File: config.mk
export PLATFORM = sky130hd
export DESIGN_NAME = vram_arbiter
export DESIGN_NICKNAME = d
export VERILOG_FILES = /design/src/rtl/vram_arbiter.sv
export SDC_FILE = /design/constraint.sdc
export NUM_CORES = 1
export LEC_CHECK = 0
export BUFFER_PORTS_ARGS = -buffer_cell sky130_fd_sc_hd__clkbuf_2
export CAP_MARGIN = 20
export CELL_PAD_IN_SITES_DETAIL_PLACEMENT = 0
export CELL_PAD_IN_SITES_GLOBAL_PLACEMENT = 1
export CORE_UTILIZATION = 35
export DETAILED_ROUTE_END_ITERATION = 6
export GPL_TIMING_DRIVEN = 0
export PLACE_DENSITY_LB_ADDON = 0.1
export SLEW_MARGIN = 15
export SYNTH_ARGS = -nofsm -noshare
export SYNTH_HDL_FRONTEND = slang
export SYNTH_SLANG_ARGS = --single-unit
File: constraint.sdc
create_clock -name dot_clk -period 6.4 [get_ports dot_clk]
set_input_delay 0.64 -clock dot_clk [delete_from_list [all_inputs] [get_ports dot_clk]]
set_output_delay 0.64 -clock dot_clk [all_outputs]
set_load 0.02 [all_outputs]
File: src/rtl/vram_arbiter.sv
// Shares one synchronous single-port VRAM between a video fetcher and a CPU.
// Video has priority. A CPU that has been starved for MAX_WAIT cycles is forced the next slot.
module vram_arbiter #(
    parameter int ADDR_W   = 15,
    parameter int DATA_W   = 8,
    parameter int MAX_WAIT = 15
) (
    input  logic              dot_clk,
    input  logic              reset_n,
    input  logic              vid_req,
    input  logic [ADDR_W-1:0] vid_addr,
    output logic              vid_gnt,
    output logic              vid_valid,
    output logic [DATA_W-1:0] vid_data,
    input  logic              cpu_req,
    input  logic              cpu_we,
    input  logic [ADDR_W-1:0] cpu_addr,
    input  logic [DATA_W-1:0] cpu_wdata,
    output logic              cpu_ack,
    output logic [DATA_W-1:0] cpu_rdata,
    output logic [ADDR_W-1:0] mem_addr,
    output logic              mem_we,
    output logic [DATA_W-1:0] mem_wdata,
    input  logic [DATA_W-1:0] mem_rdata
);

    // tag        | meaning
    // TAG_IDLE   | no access occupies this pipeline slot
    // TAG_VID    | video fetch, completes with vid_valid
    // TAG_CPU_RD | CPU read, completes with cpu_ack and new cpu_rdata
    // TAG_CPU_WR | CPU write, completes with cpu_ack only
    typedef enum logic [1:0] {
        TAG_IDLE   = 2'd0,
        TAG_VID    = 2'd1,
        TAG_CPU_RD = 2'd2,
        TAG_CPU_WR = 2'd3
    } tag_t;

    localparam logic [7:0] WAIT_LIMIT = 8'(MAX_WAIT);

    tag_t       r_tag1;
    tag_t       r_tag2;
    tag_t       w_issue;
    logic [7:0] r_wait;
    logic [7:0] w_wait_next;
    logic       w_cpu_busy;
    logic       w_cpu_elig;
    logic       w_force;
    logic       w_issue_cpu;

    // The ack cycle also counts as busy, because the CPU still holds cpu_req while it sees the ack.
    always_comb begin
        w_cpu_busy  = (r_tag1 == TAG_CPU_RD) || (r_tag1 == TAG_CPU_WR) ||
                      (r_tag2 == TAG_CPU_RD) || (r_tag2 == TAG_CPU_WR) || cpu_ack;
        w_cpu_elig  = cpu_req && !w_cpu_busy;
        w_force     = w_cpu_elig && (r_wait == WAIT_LIMIT);
        w_issue     = TAG_IDLE;
        w_issue_cpu = 1'b0;
        if (w_force || (!vid_req && w_cpu_elig)) begin
            w_issue_cpu = 1'b1;
            if (cpu_we) w_issue = TAG_CPU_WR;
            else        w_issue = TAG_CPU_RD;
        end else if (vid_req) begin
            w_issue = TAG_VID;
        end
        vid_gnt     = vid_req && !w_force;
        w_wait_next = r_wait;
        if (!cpu_req || w_issue_cpu)
            w_wait_next = 8'd0;
        else if (w_cpu_elig && (r_wait != WAIT_LIMIT))
            w_wait_next = r_wait + 8'd1;
    end

    always_ff @(posedge dot_clk or negedge reset_n) begin
        if (!reset_n) begin
            r_tag1    <= TAG_IDLE;
            r_tag2    <= TAG_IDLE;
            r_wait    <= 8'd0;
            vid_valid <= 1'b0;
            cpu_ack   <= 1'b0;
            vid_data  <= '0;
            cpu_rdata <= '0;
            mem_addr  <= '0;
            mem_we    <= 1'b0;
            mem_wdata <= '0;
        end else begin
            r_tag1    <= w_issue;
            r_tag2    <= r_tag1;
            r_wait    <= w_wait_next;
            vid_valid <= 1'b0;
            cpu_ack   <= 1'b0;
            mem_we    <= (w_issue == TAG_CPU_WR);

            unique case (w_issue)
                TAG_VID:    mem_addr <= vid_addr;
                TAG_CPU_RD: mem_addr <= cpu_addr;
                TAG_CPU_WR: begin
                    mem_addr  <= cpu_addr;
                    mem_wdata <= cpu_wdata;
                end
                default: ;
            endcase

            // The second tag stage lines up with the read data the VRAM returns.
            unique case (r_tag2)
                TAG_VID: begin
                    vid_valid <= 1'b1;
                    vid_data  <= mem_rdata;
                end
                TAG_CPU_RD: begin
                    cpu_ack   <= 1'b1;
                    cpu_rdata <= mem_rdata;
                end
                TAG_CPU_WR: cpu_ack <= 1'b1;
                default: ;
            endcase
        end
    end

endmodule
==> results.toml <==
[job]
drv_cap = 0

[synth]
syn_area_mm2 = 0.002212
ys_ff_latch = 54
async_flop_share_pct = 100.0
synth_top_area_share_pct = 61.09
avgSynthCellArea_um2 = 13.57
synth_fp_nets = 215
synth_edf_count = 0
yosys_warnings = 0
ys.flop_type = "dfrtp_1"
synth_area_leaders = "dfrtp_1 (61%), mux2_2 (12%), a22o_1 (5.9%)"
syn_inst = 163
synth.distinct_cells = 35
yosys.area.top_type = "dfrtp_1"
yosysSeqAreaShare_pct = 61.09

[cts]
cts.htree.levels = 2
cts_root_buf = "clkbuf_8"
numCtsBuffers = 5
clk_latency_ns = 0.30
cts-resized-gates = 0
cts_tree = "built"
cts_setup_buffers = 0
holdBufCountCts = 0
clkTransAtPathRegs_ns = 0.10
clkSinkCount = 54
cts_buffer_depth = 2

[die]
die-area_mm2 = 0.006642
core_area_mm2 = 0.006026
initial_core_util_pct = 36.71
die_width_um = 81.50
num_rows = 28
io_pins = 94
die_y_um = 81.50

[grt]
grt_most_used_layer = "met2"
track_usage_pct = 14.55
antenna_found_initial = 0
gr-usage-met3_pct = 5.444
grt_overflow = 0
global_route.usage.met2_pct = 21.83
grt_pass1_vias = 1516
grt_max_degree = 55
grt_util_met1_pct = 19.53
grt_pass1_wl_um = 7245

[cells_and_area]
antenna_cells = 0
final_cell_mix = "clkbuf_2 (92), dfrtp_1 (54), mux2_2 (24)"
area_growth_pct = 30.88
final_common_cell = "clkbuf_2"
finish.utilization_pct = 48.05
nets = 316
drive_above_1_share_pct = 50.19
fillCellCount = 568

[timing]
timing.final.crit_period_ns = 2.786
rsz0062_at_grt = "no"
setup_viol = 0
finalClockSkew_ns = 0.004684
hold_slack_ns = 0.3373
tightest_slew_ns = 0.5029
post-route-period-util_pct = 43.53
max_freq_mhz = 359.0
setup_ws_ns = 3.614
slew_violations = 0
fin_setup_tns_ns = 0
finalHoldViolations = 0
max-slew-margin-rel_pct = 66.00

[placement]
portBuffers = 93
place_ws_ns = 3.619
dpl.hpwl_um = 3304
place.gp.congestion = 0.6869

[worst_setup_path]
r2r_cells = 6
cp-end-kind = "output port"
critPathLaunchType = "flop"
path_max_fanout = 10
cp.required_ns = 5.76
critical_path_class = "flop to output port"
cp.arrival_ns = 2.15

[power]
sequentialPowerShare_pct = 50.4
intPower_uw = 566.9
powerDensity_mw_per_mm2 = 287.0
pwr-share-comb_pct = 26.5
vdd_drop_max_uv = 155.5
total_power_uw = 831.0
netSwitchingPower_uw = 264.2
leakage_uw = 0.001498
pwr-share-clk_pct = 23.1
swShare_pct = 31.79

[drt]
wl_per_cell_um = 13.48
drc = 0
route.vias.total = 1647
vias_per_cell = 4.844
routed_wl_um = 4582
drt_first_iter_violations = 79
first_pass_iters = 4
ant_nets = 0

[min_path]
hold_class = "primary input to asynchronous set/reset pin"

[run_status]
outcome = "finished, final reports clean"
## cell type report
cell class	count	area, um^2	area share (%)
inverter	1	3.754	0.1296
tap	75	93.84	3.241
clock buffer	5	68.82	2.377
sequential	54	1351	46.67
timing repair buffer	94	495.5	17.11
multi-input combinational	98	802.0	27.70
buffer	10	55.05	1.901
clock inverter	3	25.02	0.8643
## critical path: stages, from the launching register on
cell,delay [ns]
dfrtp_1,0.42
or4b_1,0.51
buf_2,0.17
o31a_1,0.31
buf_6,0.14
buf_6,0.14
clkbuf_2,0.15
## cells in the mapped netlist, types with 2 or more instances
library cell	instances
a21o_1	15
a22o_1	15
and2_1	2
buf_2	2
buf_6	2
clkbuf_1	6
dfrtp_1	54
mux2_2	24
nand2_1	4
nand2b_1	2
nand3_1	2
nand4_1	2
nor2_1	7
nor2b_1	2
nor3b_1	2
o21ai_0	2
xnor2_1	2
## routing by layer
metal | vias to the layer above | routed length [um]
li1 | 793 | -
met1 | 791 | 2100
met2 | 61 | 2070
met3 | 2 | 381
met4 | 0 | 29
met5 | - | 0
## power by group through the flow
stage          logic (uW)  clock network, uW  registers, uW
3_5_place_dp          224                  0            426
3_3_place_gp          220                  0            425
2_1_floorplan        71.2                  0            487
4_1_cts               224                205            420
6_report              220                192            419
5_1_grt               239                219            428
## worst paths after layout
path	slack, ns	endpoint	from
setup / recovery	3.61	vid_gnt	r_tag2[1]
hold / removal	0.34	r_wait[2]	reset_n
setup reg to reg	4.14	mem_addr[8]	r_wait[4]
hold reg to reg	0.36	r_tag2[0]	r_tag1[0]
max in group asynchronous	5.84	mem_addr[8]	reset_n
min in group dot_clk	0.36	r_tag2[0]	r_tag1[0]
## kinds of logic (layout without fill, tap and decap cells)
logic type                 Yosys count  in the layout  synth area share (%)
buffers and inverters               11            113                 2.658
adders and majority gates            1              1                0.5655
DFF                                 54             54                 61.09
muxes                               24             24                 12.22
xor gates and xnor gates             3              3                 1.188
and+or+nand+nor                     30             30                 7.919
AOI/OAI and AO/OA                   40             40                 14.37
## through the flow
stage               area [um^2]  cells
finish                     2895    340
global route               2895    340
CTS                        2895    340
detailed placement         2801    332
floorplan                  2212    163
global placement           2771    331
## registers in the layout, summed over array words and instances, names as in the netlist
| signal | count |
|---|---|
| mem_addr | 15 |
| cpu_rdata | 8 |
| mem_wdata | 8 |
| r_wait | 8 |
| vid_data | 8 |
| r_tag1 | 2 |
| r_tag2 | 2 |
| cpu_ack | 1 |
| mem_we | 1 |
| vid_valid | 1 |
No activity file was read; power rests on OpenSTA's default activity.
